File: config.mk
export PLATFORM = sky130hd
export DESIGN_NAME = booth_r4_seq_mul
export DESIGN_NICKNAME = d
export VERILOG_FILES = /design/src/rtl/booth_mul_pkg.sv /design/src/rtl/booth_r4_digit.sv /design/src/rtl/booth_r4_seq_mul.sv
export SDC_FILE = /design/constraint.sdc
export NUM_CORES = 1
export LEC_CHECK = 0
export ABC_CLOCK_PERIOD_IN_PS = 7100
export BUFFER_PORTS_ARGS = -buffer_cell sky130_fd_sc_hd__buf_2
export CAP_MARGIN = 20
export CORE_UTILIZATION = 62
export DETAILED_ROUTE_END_ITERATION = 10
export MAX_ROUTING_LAYER = met4
export PLACE_DENSITY_LB_ADDON = 0.15
export SYNTH_ARGS = -nofsm -noshare
export SYNTH_HDL_FRONTEND = slang
export SYNTH_SLANG_ARGS = --single-unit
File: constraint.sdc
create_clock -name clk -period 7.1 [get_ports clk]
set_clock_uncertainty 0.1 [all_clocks]
set_input_delay 1.065 -clock clk [delete_from_list [all_inputs] [get_ports clk]]
set_output_delay 1.065 -clock clk [all_outputs]
set_load 0.02 [all_outputs]
File: src/rtl/booth_mul_pkg.sv
// Shared types for the radix-4 Booth sequential multiplier: FSM states,
// recoded digit values and the internal operand-width helper.
package booth_mul_pkg;

  typedef enum logic [1:0] {
    IDLE,
    RUN,
    DONE
  } state_e;

  typedef enum logic [2:0] {
    ZERO,
    POS1,
    POS2,
    NEG2,
    NEG1
  } digit_e;

  // Smallest even width holding W bits plus one spare sign bit, so an
  // unsigned operand never produces a negative top digit.
  function automatic int calc_n(input int w);
    return 2 * ((w + 2) / 2);
  endfunction

endpackage

File: src/rtl/booth_r4_digit.sv
// Radix-4 Booth recoder: maps a multiplier triplet onto a signed partial
// product (0, +-X, +-2X) of width N+2.
module booth_r4_digit
  import booth_mul_pkg::*;
#(
  parameter int N = 10
) (
  input  logic [2:0]   trip_i,
  input  logic [N-1:0] x_i,
  output logic [N+1:0] pp_o
);

  digit_e       digit;
  logic [N+1:0] x1;
  logic [N+1:0] x2;
  logic [N+1:0] mag;

  assign x1 = {{2{x_i[N-1]}}, x_i};
  assign x2 = {x_i[N-1], x_i, 1'b0};

  always_comb begin
    digit = ZERO;
    case (trip_i)
      3'b000, 3'b111: digit = ZERO;
      3'b001, 3'b010: digit = POS1;
      3'b011:         digit = POS2;
      3'b100:         digit = NEG2;
      default:        digit = NEG1;
    endcase
  end

  always_comb begin
    mag = '0;
    case (digit)
      POS1, NEG1: mag = x1;
      POS2, NEG2: mag = x2;
      default:    mag = '0;
    endcase
    if (digit == NEG1 || digit == NEG2) begin
      pp_o = ~mag + (N + 2)'(1);
    end else begin
      pp_o = mag;
    end
  end

endmodule

File: src/rtl/booth_r4_seq_mul.sv
// Sequential radix-4 Booth multiplier retiring two multiplier bits per cycle,
// signed or unsigned per operation, with start/busy/done and a held product.
module booth_r4_seq_mul
  import booth_mul_pkg::*;
#(
  parameter int W = 8
) (
  input  logic             clk,
  input  logic             rst,
  input  logic             start,
  input  logic             sgn,
  input  logic [W-1:0]     a,
  input  logic [W-1:0]     b,
  output logic             busy,
  output logic             done,
  output logic [2*W-1:0]   product
);

  localparam int N     = calc_n(W);
  localparam int STEPS = N / 2;
  localparam int CW    = $clog2(STEPS);

  state_e         state_q, state_d;
  logic [N+1:0]   acc_q, acc_d;
  logic [N-1:0]   mq_q, mq_d;
  logic [N-1:0]   x_q, x_d;
  logic           qm1_q, qm1_d;
  logic [CW-1:0]  cnt_q, cnt_d;
  logic [2*W-1:0] prod_q, prod_d;

  logic [N-1:0]   a_ext, b_ext;
  logic [N+1:0]   pp, sum, acc_sh;
  logic [N-1:0]   mq_sh;
  logic [2*W-1:0] prod_next;
  logic           accept, last;

  assign a_ext = sgn ? {{(N-W){a[W-1]}}, a} : {{(N-W){1'b0}}, a};
  assign b_ext = sgn ? {{(N-W){b[W-1]}}, b} : {{(N-W){1'b0}}, b};

  booth_r4_digit #(.N(N)) u_digit (
    .trip_i ({mq_q[1:0], qm1_q}),
    .x_i    (x_q),
    .pp_o   (pp)
  );

  // Add the partial product, then shift {A,Q,q(-1)} right by two.
  assign sum       = acc_q + pp;
  assign acc_sh    = {{2{sum[N+1]}}, sum[N+1:2]};
  assign mq_sh     = {sum[1:0], mq_q[N-1:2]};
  assign prod_next = (2 * W)'({acc_sh, mq_sh});

  assign last   = (cnt_q == CW'(STEPS - 1));
  assign accept = start && (state_q != RUN);

  always_comb begin
    state_d = state_q;
    acc_d   = acc_q;
    mq_d    = mq_q;
    x_d     = x_q;
    qm1_d   = qm1_q;
    cnt_d   = cnt_q;
    prod_d  = prod_q;
    case (state_q)
      IDLE: if (start) state_d = RUN;
      RUN: begin
        acc_d = acc_sh;
        mq_d  = mq_sh;
        qm1_d = mq_q[1];
        cnt_d = cnt_q + CW'(1);
        if (last) begin
          state_d = DONE;
          prod_d  = prod_next;
        end
      end
      DONE:    state_d = start ? RUN : IDLE;
      default: state_d = IDLE;
    endcase
    if (accept) begin
      acc_d = '0;
      mq_d  = b_ext;
      x_d   = a_ext;
      qm1_d = 1'b0;
      cnt_d = '0;
    end
  end

  always_ff @(posedge clk or posedge rst) begin
    if (rst) begin
      state_q <= IDLE;
      acc_q   <= '0;
      mq_q    <= '0;
      x_q     <= '0;
      qm1_q   <= 1'b0;
      cnt_q   <= '0;
      prod_q  <= '0;
    end else begin
      state_q <= state_d;
      acc_q   <= acc_d;
      mq_q    <= mq_d;
      x_q     <= x_d;
      qm1_q   <= qm1_d;
      cnt_q   <= cnt_d;
      prod_q  <= prod_d;
    end
  end

  // A start in the DONE cycle is accepted, so busy covers that cycle too.
  assign busy    = (state_q == RUN) || (state_q == DONE && start);
  assign done    = (state_q == DONE);
  assign product = prod_q;

endmodule

Yosys cells after proc, flatten, opt, wreduce, memory -nomap -nowiden
Index checks and enable logic that the tools add are counted.
{"block": "totals", "regBits": 54, "inputBits": 20, "out_inout_bits": 18, "word_cells": 56}
{"block": "op_classes", "n_addsub": 3, "n_eq_ne": 15, "mux": 17, "n_bitwise": 1, "n_reduce_logical": 13}
{"cell": "$mux 10", "count": 4}
{"cell": "$mux 12", "count": 3}
{"cell": "$pmux 12 s2", "count": 1}
{"cell": "$add 12x1->12 const B", "count": 1}
{"cell": "$add 12x12->12", "count": 1}
{"cell": "$eq 3x2->1 const B", "count": 4}
{"cell": "$eq 3x3->1 const B", "count": 4}
{"cell": "$not 12->12", "count": 1}
{"cell": "$pmux 3 s4", "count": 1}
{"cell": "$reduce_or 2->1", "count": 4}
{"cell": "$eq 3x1->1 const B", "count": 2}
{"cell": "$mux 3", "count": 2}
{"cell": "$pmux 2 s3", "count": 1}
{"cell": "$mux 2", "count": 2}
{"cell": "$ne 2x2->1 const B", "count": 2}
{"cell": "$reduce_and 2->1", "count": 2}
{"cell": "$add 3x1->3 const B", "count": 1}
{"cell": "$logic_not 3->1", "count": 1}
{"cell": "$mux 1", "count": 3}
{"cell": "$eq 2x1->1 const B", "count": 1}
{"cell": "$eq 2x2->1 const B", "count": 1}
{"cell": "$logic_and 1x1->1", "count": 2}
{"cell": "$logic_not 2->1", "count": 1}
{"cell": "$logic_or 1x1->1", "count": 2}
{"cell": "other kinds (2)", "count": 2}

Logic depth before layout (Yosys ltp)
Gate-level depths: netlist of run 1.
{"block": "depth", "word_depth": 12, "mapped_depth": 17, "ltp_nobuf": 16}

Cells and area by module
A second synthesis of run 1 with hierarchy kept.
{"block": "hier_totals", "cells_unflattened": 320, "hier_area_um2": 3110.5}
{"module": "booth_r4_seq_mul", "instances": 1, "cells_each": 241, "area_each_um2": 2529.9, "seq_area_each_um2": 1276.2}
{"module": "booth_r4_digit", "instances": 1, "cells_each": 79, "area_each_um2": 580.6, "seq_area_each_um2": 0.0}

Worst setup path before layout of run 1
No wires, ideal clock.
{"block": "synth_timing", "kind": "flip-flop to flip-flop", "start": "reg mq_q[0]", "end": "reg acc_q[10]", "setup_time_ns": 0.068, "t_arrival_ns": 3.309, "required_time_ns": 6.932, "path_slack_ns": 3.623, "path_stages_with_launch": 18, "path_buffers": 1, "period_less_slack_ns": 3.477, "cell_sequence": "dfrtp_1 > inv_1 > ha_1 > mux2_4 > clkbuf_1 > a22oi_1 > ha_1 > nand3_1 > o21ai_1 > xor2_1 > ha_1 > a21oi_1 > o21ai_1 > or3_1 > o22ai_1 > xnor2_1 > or3_1 > nand3_1"}
{"block": "synth_between", "elab_chain_cells": 12, "elab_cells_between_ends": 23, "cone_classes": "add/sub (2); eq/ne (9); mux (5); bitwise (1); reduce/logical (6)"}
{"element": "from (decl)", "line": "booth_r4_seq_mul.sv:25", "source": "logic [N-1:0] mq_q, mq_d;"}
{"element": "from (signal assigned)", "line": "booth_r4_seq_mul.sv:99", "source": "mq_q <= mq_d;"}
{"element": "$eq 3x1->1 (tied with other cells)", "line": "booth_r4_digit.sv:23", "source": "case (trip_i)"}
{"element": "$reduce_or 2->1", "line": "booth_r4_digit.sv:23"}
{"element": "$pmux 3 s4 *", "line": "booth_r4_digit.sv:23"}
{"element": "$eq 3x2->1 (tied with other cells)", "line": "booth_r4_digit.sv:34", "source": "case (digit)"}
{"element": "$reduce_or 2->1", "line": "booth_r4_digit.sv:34"}
{"element": "$pmux 12 s2", "line": "booth_r4_digit.sv:34"}
{"element": "$not 12->12", "line": "booth_r4_digit.sv:40", "source": "pp_o = ~mag + (N + 2)'(1);"}
{"element": "$add 12x1->12", "line": "booth_r4_digit.sv:40"}
{"element": "$mux 12 *", "line": "booth_r4_digit.sv:39", "source": "if (digit == NEG1 || digit == NEG2) begin"}
{"element": "$add 12x12->12 *", "line": "booth_r4_seq_mul.sv:47", "source": "assign sum = acc_q + pp;"}
{"element": "$mux 12 *", "line": "booth_r4_seq_mul.sv:63", "source": "case (state_q)"}
{"element": "$mux 12 *", "line": "booth_r4_seq_mul.sv:78", "source": "if (accept) begin"}
{"element": "to (signal assigned)", "line": "booth_r4_seq_mul.sv:90", "source": "acc_q <= '0;"}
{"element": "to (signal assigned)", "line": "booth_r4_seq_mul.sv:98", "source": "acc_q <= acc_d;"}
{"element": "to (decl)", "line": "booth_r4_seq_mul.sv:24", "source": "logic [N+1:0] acc_q, acc_d;"}
Mark *: on every way between the ends. The rest lies on a longest branch, timed or not. The select of a mux whose other input is x is not followed.
A chain may end at the register's enable or synchronous reset.

Worst setup path after layout of run 1
{"block": "layout_timing", "start": "reg mq_q[0]", "end": "reg acc_q[6]"}
Same word-level chain as after synthesis.

==> results by group, run 1 <==
Logic synthesis
  • Synthesized Nets: about 350
  • Synth warnings: 0
  • Syn Inst Count: about 310
  • Asr flop ratio synth: 1.000
  • Synth Register Bits: 51
  • Synth cell types: ~40
  • Number of synthesized flops with an enable pin: 0
  • Cell taking the most area after synthesis: dfrtp_1
  • Largest cells by area after synthesis: dfrtp_1, ha_1, o21ai_0, nand2_1, mux2_2
  • Prevailing post-synth register cell: dfrtp_1
  • Syn avg cell area: approximately 9.5 um2
  • Top-area cell type share of the netlist area: 0.4277
  • Post-Synthesis Cell Area: 2984 um2
  • Register area share after synthesis: 0.4277

STA
  • Hold Fails Final Rpt: 0
  • TNS Setup: 0 ns
  • Minimum clock period: 3.676 ns
  • Worst slew pin tran: approximately 0.97 ns
  • Hold_ws: 0.3802 ns
  • Fmax: 272.0 MHz
  • Fin. max-slew vios: 0
  • RSZ-0062 raised after global routing: false
  • Crit share post-route: 0.5178
  • Final Setup Violations: 0
  • Max_slew headroom: 0.3520

Floorplanning
  • Initial core utilization: 0.6669
  • I/O Pins: 38
  • Site Rows: 24
  • Die span in y: roughly 71 um
  • Full die area: ~5100 um2
  • Core outline area: 4474 um2
  • Die X: roughly 71 um

Route
  • Detailed Routing Iterations Pass 1: 7
  • WL per Instance: about 15 um
  • # DRC: 1
  • Vias: 2,349
  • Post-route ant nets: 0
  • Post-DR vias/cell: about 6
  • 1st-iter DRT viols: between 100 and 150
  • Routed wire length: 5878 um

Finish
  • Layout Area Growth over Synthesis: 10.86%
  • Layout cells sized above 1: 0.1931
  • Ant diodes: 0
  • Nets: about 390

Global routing
  • Global Route Usage Sum: 0.2678
  • Vias in the first global route: ~2.3k
  • Total grt overflow: 0
  • Initial antenna violation count: 0
  • Largest net degree at the start of global routing: 52
  • First-pass GRT wire length: about 10,000 um

Worst setup path
  • Critical Path Source Type: register
  • Req. time, crit path: 7.17 ns
  • Worst-path fanout max: 17
  • Setup Crit Path Kind: reg -> reg
  • CP arrival: 3.75 ns
  • Setup slack, reg-to-reg: 3.42 ns
  • Crit path capture type: register

CTS
  • Hold-fix buffers, CTS: 0
  • TritonCTS Buffers: 5
  • Post-CTS sizing: 0
  • CTS tree: yes
  • # clock sinks: between 50 and 60
  • H-tree depth: 2
  • Root Driver: clkbuf_8
  • Clock Latency Late Sink: around 0.31 ns
  • Max Root-Sink Buffers: 2
  • Worst-path clk slew: about 0.090 ns
  • Post CTS Setup Buffer Count: 0

Hold path
  • Hold Crit Class: reg -> reg

Outcome
  • Outcome: complete, but fails checks
  • Failing checks: design-rule violations

Place
  • IO buf count: 37
  • Routability-driven placement congestion ratio: approximately 0.93
  • HPWL reported at the end of detailed placement: about 4300 um

Job
  • Max Cap Viol: 0
## critical path: stages (launching register included)
cell	delay, ns
dfrtp_1	0.40
inv_1	0.08
ha_1	0.58
a22oi_1	0.19
ha_1	0.31
nand2_1	0.05
o21ai_0	0.19
fa_1	0.49
a21o_1	0.18
a21oi_1	0.27
o21a_1	0.19
o21bai_1	0.08
a21oi_1	0.17
xor2_1	0.18
o21ai_1	0.07
## logic make-up (layout without fill, tap and decap cells)
kind of cell / after synthesis / after routing / synth area share
buf+inv: 26 / 59 / 0.03312
simple gates: 84 / 84 / 0.1254
flops: 51 / 51 / 0.4277
fa+ha+maj: 19 / 19 / 0.08218
compound gates: 92 / 92 / 0.1878
xor+xnor: 15 / 15 / 0.04403
mux: 27 / 27 / 0.09979
## metal layers
layer / vias to the layer above / track usage / share of wire
met4: 0 / 0.07111 / 0.014
li1: 1179 / - / -
met1: 1125 / 0.3628 / 0.49
met5: - / - / 0
met3: 9 / 0.04641 / 0.029
met2: 36 / 0.4201 / 0.47
## worst paths after layout
| path | startpoint | to | cells after the start |
|---|---|---|---|
| worst min register to register | product[13]$_DFFE_PP0P_ | product[13]$_DFFE_PP0P_ | 2 |
| worst max register to register | mq_q[0]$_DFFE_PP0P_ | acc_q[6]$_DFFE_PP0P_ | 14 |
| min in group asynchronous | rst | mq_q[4]$_DFFE_PP0P_ | 2 |
| worst max-delay path | mq_q[0]$_DFFE_PP0P_ | acc_q[6]$_DFFE_PP0P_ | 14 |
| max in group asynchronous | rst | product[13]$_DFFE_PP0P_ | 3 |
| worst min-delay path | product[13]$_DFFE_PP0P_ | product[13]$_DFFE_PP0P_ | 2 |
## per-stage QoR
step	utilization	cell area [um2]	instances	setup slack [ns]
floorplan	-	2984	314	3.623
global placement	0.7125	3188	390	3.498
detailed placement	0.7125	3188	390	3.459
CTS	0.7332	3281	398	3.445
global route	0.7394	3308	399	3.092
finish	0.7394	3308	399	3.424
## synth_stat cells (2+ instances only)
library cell	number
a21o_1	2
a31oi_1	4
o211ai_1	3
o21ai_1	6
nor2b_1	4
dfrtp_1	51
o21a_1	3
a211o_1	2
nand2_1	45
mux2_2	13
nor2_1	8
nand2b_1	2
inv_1	12
a21oi_1	10
nand3_1	15
and3_1	2
o21bai_1	3
o31ai_1	7
clkbuf_1	13
a22oi_1	7
mux2i_1	8
xnor2_1	7
ha_1	18
o21ai_0	39
or3_1	3
mux2_1	5
xor2_1	8
## registers in the layout (all words and copies together), names as in the netlist
name     flops
product     16
acc_q       10
mq_q        10
x_q          9
cnt_q        3
state_q      2
qm1_q        1
## area by class of cell
class	instances	area (um2)
tap	52	65.06
clock inverter	3	23.77
inverter	12	45.04
multi-input combinational	237	1609
timing repair buffer	39	220.2
sequential	51	1276
fill	338	1166
clock buffer	5	68.82
## layout by cell type, fill, tap and decap left out, drive strengths merged, types with 5 or more instances in the layout
cell type / n
buf: 39
a21oi: 11
mux2: 19
nand3: 15
o21ai: 45
inv: 13
nand2: 45
nor2: 8
a22oi: 7
ha: 18
o31ai: 7
clkbuf: 5
mux2i: 8
xnor2: 7
dfrtp: 51
xor2: 8
Power of run 1 is left out: the tool's default activity adds up to more than one toggle a clock period on the data nets, which glitch-free logic cannot reach.
==> run 2: changes to the inputs <==
--- a/config.mk
+++ b/config.mk
@@ -5,10 +5,10 @@
 export SDC_FILE = /design/constraint.sdc
 export NUM_CORES = 1
 export LEC_CHECK = 0
-export ABC_CLOCK_PERIOD_IN_PS = 7100
+export ABC_CLOCK_PERIOD_IN_PS = 3370
 export BUFFER_PORTS_ARGS = -buffer_cell sky130_fd_sc_hd__buf_2
 export CAP_MARGIN = 20
-export CORE_UTILIZATION = 62
+export CORE_UTILIZATION = 52
 export DETAILED_ROUTE_END_ITERATION = 10
 export MAX_ROUTING_LAYER = met4
 export PLACE_DENSITY_LB_ADDON = 0.15
==> constraint.sdc (replaced) <==
create_clock -name clk -period 3.37 [get_ports clk]
set_clock_uncertainty 0.1 [all_clocks]
set_input_delay 0.5055 -clock clk [delete_from_list [all_inputs] [get_ports clk]]
set_output_delay 0.5055 -clock clk [all_outputs]
set_load 0.02 [all_outputs]
==> results by group, run 2 (synthesis gave the netlist of run 1 again) <==
Route
  • 1st-iter DRT viols: 106 (-26%)
  • Routed wire length: 6465 um (+10%)
  • WL per Instance: 14.83 um (+0.65%)
  • Detailed Routing Iterations Pass 1: 4 (-3)
  • Post-route ant nets: 0 (unchanged)
  • Post-DR vias/cell: 5.546 (-5.8%)
  • Vias: 2,418 (+2.9%)
  • # DRC: 0 (-1)

CTS
  • Clock Latency Late Sink: 0.31 ns (about the same)
  • H-tree depth: 2 (unchanged)
  • # clock sinks: 51 (unchanged)
  • CTS tree: yes
  • TritonCTS Buffers: 5 (unchanged)
  • Hold-fix buffers, CTS: 0 (unchanged)
  • Worst-path clk slew: 0.09 ns (about the same)
  • Max Root-Sink Buffers: 2 (unchanged)
  • Root Driver: clkbuf_8

Finish
  • Max reg flops: 16 (unchanged)
  • Final core utilization: 0.6435 (-0.09588)
  • Nets: 402 (+4.4%)
  • Layout cells sized above 1: 0.2830 (+0.08988)
  • Most common cell after layout, fill and taps aside: dfrtp_1
  • Most frequent cells in the layout: dfrtp_1, nand2_1, buf_2
  • Ant diodes: 0 (unchanged)
  • FILL cells: 465 (+38%)
  • Layout Area Growth over Synthesis: 18.74%

Worst setup path
  • Setup Crit Path Kind: reg -> reg
  • Worst-path fanout max: 5 (-12)
  • Critical Path Source Type: register
  • FF-to-FF Start: qm1_q$_DFFE_PP0P_
  • Critical R2R Capture: acc_q[10]$_DFFE_PP0P_
  • Worst r2r path cells: 16 (+2)
  • Req. time, crit path: 3.52 ns (-3.65 ns)
  • Setup slack, reg-to-reg: -0.07 ns (-3.49 ns)
  • Critical path startpoint: qm1_q$_DFFE_PP0P_
  • CP arrival: 3.59 ns (-0.16 ns)
  • Crit path capture type: register

Global routing
  • Global Route Usage Sum: 0.2286 (-0.03926)
  • First-pass GRT wire length: 10,460 um (+0.27%)
  • GRT met3 Usage: 0.04118 (-0.005237)
  • Met2 Resource Use GR: 0.3743 (-0.04577)
  • Largest net degree at the start of global routing: 52 (unchanged)
  • M1 GR Usage: 0.2898 (-0.07296)
  • Initial antenna violation count: 0 (unchanged)
  • Total grt overflow: 0 (unchanged)
  • Vias in the first global route: 2,309 (+2.2%)
  • GRT busiest layer: met2

Floorplanning
  • Initial core utilization: 0.5419 (-0.1250)
  • Site Rows: 27 (+13%)
  • Die span in y: 77.76 um (+8.9%)
  • Full die area: 6046 um2 (+19%)
  • Core outline area: 5507 um2 (+23%)
  • Die X: 77.76 um (+8.9%)
  • I/O Pins: 38 (unchanged)

Hold path
  • Hold Crit Class: in -> async

Outcome
  • Failing checks: negative setup slack
  • Outcome: complete, but fails checks

STA
  • Max_slew headroom: 0.3901 (+0.03807)
  • Final Setup Violations: 2 (+2)
  • Minimum clock period: 3.438 ns (-0.2380 ns)
  • Fmax: 290.8 MHz (+6.9%)
  • Hold_ws: 0.1192 ns (-0.2610 ns)
  • Final WS setup: -0.06831 ns (-3.492 ns)
  • Worst slew pin tran: 0.9123 ns (-0.05694 ns)
  • Crit share post-route: 1.020 (+0.5025)
  • Hold Fails Final Rpt: 0 (unchanged)
  • Fin. max-slew vios: 0 (unchanged)
  • RSZ-0062 raised after global routing: true

Place
  • Routability-driven placement congestion ratio: 0.9097 (-2.7%)
  • IO buf count: 37 (unchanged)
  • HPWL reported at the end of detailed placement: 4564 um (+7.0%)

Job
  • Max Cap Viol: 0 (unchanged)
run 2: changes by cell type in the layout (fill, tap and decap cells not counted), sizes merged:
cell / change
clkinvlp: -2
inv: -1
clkbuf: +1
clkinv: +2
buf: +17
run 2: layer usage:
layer  routed length, um  vias to the layer above  share of wire
met5                   0                        -              0
met4                  80                        0          0.012
met3                 237                        7          0.037
met2                3124                       35           0.48
met1                3022                     1167           0.47
li1                    -                     1209              -
run 2: timing repair:
| item | CTS | global route |
|---|---|---|
| setup endpoints to repair | 7 | 10 |
| pin swaps | 1 | 23 |
| buffers inserted | 1 | 4 |
| cloned | 0 | 0 |
| gates resized for setup | 2 | 21 |
run 2: area by class of cell:
| type | count | area, um2 | share of cell area |
|---|---|---|---|
| clock buffer | 6 | 72.57 | 0.02048 |
| clock inverter | 2 | 17.52 | 0.004944 |
| inverter | 12 | 45.04 | 0.01271 |
| multi-input combinational | 237 | 1702 | 0.4802 |
| sequential | 51 | 1276 | 0.3602 |
| tap | 72 | 90.09 | 0.02542 |
| timing repair buffer | 56 | 340.3 | 0.09605 |
run 2: worst max-delay path by stage:
stage / to / slack [ns] / cells after the start
4_1_cts: acc_q[10]$_DFFE_PP0P_ / -0.05 / 16
6_report: acc_q[10]$_DFFE_PP0P_ / -0.07 / 16
5_1_grt: acc_q[10]$_DFFE_PP0P_ / -0.28 / 16
3_3_place_gp: acc_q[6]$_DFFE_PP0P_ / 0.03 / 14
3_5_place_dp: acc_q[6]$_DFFE_PP0P_ / -0.06 / 15
2_1_floorplan: acc_q[10]$_DFFE_PP0P_ / 0.003 / 17
run 2: critical path: stages (launching register included):
cell,delay (ns)
dfrtp_1,0.39
inv_2,0.08
ha_4,0.16
mux2_4,0.27
a22oi_2,0.19
ha_2,0.24
nand3_2,0.08
o21ai_2,0.16
xor2_1,0.18
ha_1,0.32
a21oi_2,0.19
o21ai_2,0.08
or3_1,0.33
o22ai_2,0.11
xnor2_1,0.09
or3_1,0.35
nand3_1,0.07
run 2: through the flow:
stage,cell area [um2],setup TNS (ns),setup slack (ns),std cells
6_report,3543,-0.09392,-0.06831,436
5_1_grt,3543,-1.023,-0.2760,436
4_1_cts,3417,-0.04591,-0.04591,431
3_5_place_dp,3313,-0.1867,-0.06067,422
3_3_place_gp,3313,0,0.03407,422
2_1_floorplan,3017,0,0.002908,314
Power of run 2 is left out for the same reason.
==> run 3: changes to the inputs <==
--- a/config.mk
+++ b/config.mk
@@ -11,7 +11,7 @@
 export CORE_UTILIZATION = 52
 export DETAILED_ROUTE_END_ITERATION = 10
 export MAX_ROUTING_LAYER = met4
-export PLACE_DENSITY_LB_ADDON = 0.15
+export PLACE_DENSITY = 0.78
 export SYNTH_ARGS = -nofsm -noshare
 export SYNTH_HDL_FRONTEND = slang
 export SYNTH_SLANG_ARGS = --single-unit
==> results by group, run 3 (synthesis gave the netlist of run 1 again) <==
Worst setup path
  • Req. time, crit path: 3.51 ns (about the same)
  • Critical Path Source Type: register
  • Critical path depth: 15 (-1)
  • Largest stage delay, worst path: 0.43 ns (+0.04 ns)
  • Delay-heaviest family, CP: simple AND/OR/NAND/NOR gates
  • Crit path cell chain: ha_2 -> mux2_4 -> a22oi_2 -> ha_4 -> nand3_2 -> o21ai_2 -> xor2_1 -> ha_1 -> a21oi_1 -> o21ai_1 -> or3_1 -> o22ai_2 -> xnor2_2 -> or3_1 -> nand3_1
  • Crit path capture type: register
  • CP arrival: 3.72 ns (+0.13 ns)
  • Worst r2r path cells: 15 (-1)
  • CP Buf/Inv Count: 0 (-1)
  • CP max-delay cell: dfrtp_1
  • Most frequent CP cell: or3_1
  • Worst-path fanout max: 4 (-1)
  • Setup Crit Path Kind: reg -> reg

STA
  • Fmax: 279.6 MHz (-3.9%)
  • Crit share post-route: 1.061 (+0.04093)
  • Hold Fails Final Rpt: 0 (unchanged)
  • RSZ-0062 raised after global routing: true
  • Worst slew pin tran: 0.8719 ns (-0.04039 ns)
  • Minimum clock period: 3.576 ns (+0.1379 ns)
  • Final WS setup: -0.2062 ns (-0.1379 ns)
  • Final Setup Violations: 1 (-1)
  • Hold_ws: 0.1640 ns (+0.04482 ns)
  • Fin. max-slew vios: 0 (unchanged)
  • Max_slew headroom: 0.4171 (+0.02700)

Route
  • Post-route ant nets: 0 (unchanged)
  • WL per Instance: 14.87 um (+0.30%)
  • Detailed Routing Iterations Pass 1: 4 (unchanged)
  • # DRC: 0 (unchanged)
  • Vias: 2,524 (+4.4%)
  • 1st-iter DRT viols: 106 (unchanged)
  • Post-DR vias/cell: 5.672 (+2.3%)
  • Routed wire length: 6618 um (+2.4%)

Global routing
  • Total grt overflow: 0 (unchanged)
  • Vias in the first global route: 2,511 (+8.7%)
  • Global Route Usage Sum: 0.2384 (+0.009840)
  • First-pass GRT wire length: 11,160 um (+6.7%)
  • Largest net degree at the start of global routing: 30 (-42%)
  • Initial antenna violation count: 0 (unchanged)

Finish
  • FILL cells: 434 (-6.7%)
  • Layout cells sized above 1: 0.3164 (+0.03339)
  • Max reg flops: 16 (unchanged)
  • Ant diodes: 0 (unchanged)
  • Layout Area Growth over Synthesis: 22.18%
  • Most frequent cells in the layout: dfrtp_1, nand2_1, buf_2
  • Finished Layout Cells: 445 (+2.1%)
  • Most common cell after layout, fill and taps aside: dfrtp_1
  • Nets: 411 (+2.2%)
  • Multi-input gate area: 1722 um2 (+1.2%)
  • FF+latch area: 1276 um2 (unchanged)

CTS
  • TritonCTS Buffers: 5 (unchanged)
  • Max Root-Sink Buffers: 2 (unchanged)
  • # clock sinks: 51 (unchanged)
  • Clock Latency Late Sink: 0.31 ns (about the same)
  • CTS tree: yes
  • Worst-path clk slew: 0.09 ns (about the same)
  • H-tree depth: 2 (unchanged)
  • Root Driver: clkbuf_8

Floorplanning
  • Core outline area: 5507 um2 (unchanged)
  • Initial core utilization: 0.5419 (unchanged)
  • I/O Pins: 38 (unchanged)
  • Die span in y: 77.76 um (unchanged)
  • Full die area: 6046 um2 (unchanged)
  • Site Rows: 27 (unchanged)
  • Die X: 77.76 um (unchanged)

Place
  • HPWL reported at the end of detailed placement: 4731 um (+3.7%)
  • Routability-driven placement congestion ratio: 0.9639 (+6.0%)
  • Post-Place Cells: 431 (+2.1%)
  • IO buf count: 37 (unchanged)

Outcome
  • Outcome: complete, but fails checks
  • Failing checks: negative setup slack

Job
  • Max Cap Viol: 0 (unchanged)

Hold path
  • Hold Crit Class: in -> async
-- run 3: repair_timing --
item | CTS | global route
buffers inserted | 2 | 4
hold buffers | 0 | 0
endpoints found under the setup margin | 2 | 9
gates cloned | 0 | 0
pin swaps | 7 | 11
gates resized for setup | 8 | 23
-- run 3: per-layer routing --
layer	vias to the layer above	GRT usage	wire length (um)
met2	57	0.3903	3317
met4	0	0.07547	61
met3	6	0.03647	215
li1	1236	-	-
met5	-	-	0
met1	1225	0.3043	3024
-- run 3: metrics by stage --
step                      instance area, um2  utilization  TNS (ns)  worst slack [ns]
after floorplan                         3017            -         0          0.002908
after global placement                  3381       0.6140  -0.01423          -0.01423
after detailed placement                3381       0.6140  -0.07752          -0.07752
after CTS                               3542       0.6433   -0.1137          -0.08824
after global routing                    3646       0.6621   -0.5114           -0.2781
final                                   3646       0.6621   -0.2062           -0.2062
-- run 3: layout make-up --
| cell class | instances | share of cell area |
|---|---|---|
| sequential | 51 | 0.3500 |
| timing repair buffer | 65 | 0.1095 |
| inverter | 12 | 0.01304 |
| clock buffer | 6 | 0.01990 |
| clock inverter | 2 | 0.01064 |
| multi-input combinational | 237 | 0.4722 |
| tap | 72 | 0.02471 |
-- run 3: worst paths after layout --
kind,slack (ns),to,startpoint
worst min-delay path,0.16,x_q[4]$_DFFE_PP0P_,rst
worst min register to register,0.38,product[12]$_DFFE_PP0P_,product[12]$_DFFE_PP0P_
max in group asynchronous,2.28,cnt_q[0]$_DFFE_PP0P_,rst
worst max register to register,-0.21,acc_q[10]$_DFFE_PP0P_,mq_q[0]$_DFFE_PP0P_
worst max-delay path,-0.21,acc_q[10]$_DFFE_PP0P_,mq_q[0]$_DFFE_PP0P_
min in group clk,0.33,x_q[4]$_DFFE_PP0P_,a[4]
Power of run 3 is left out for the same reason.
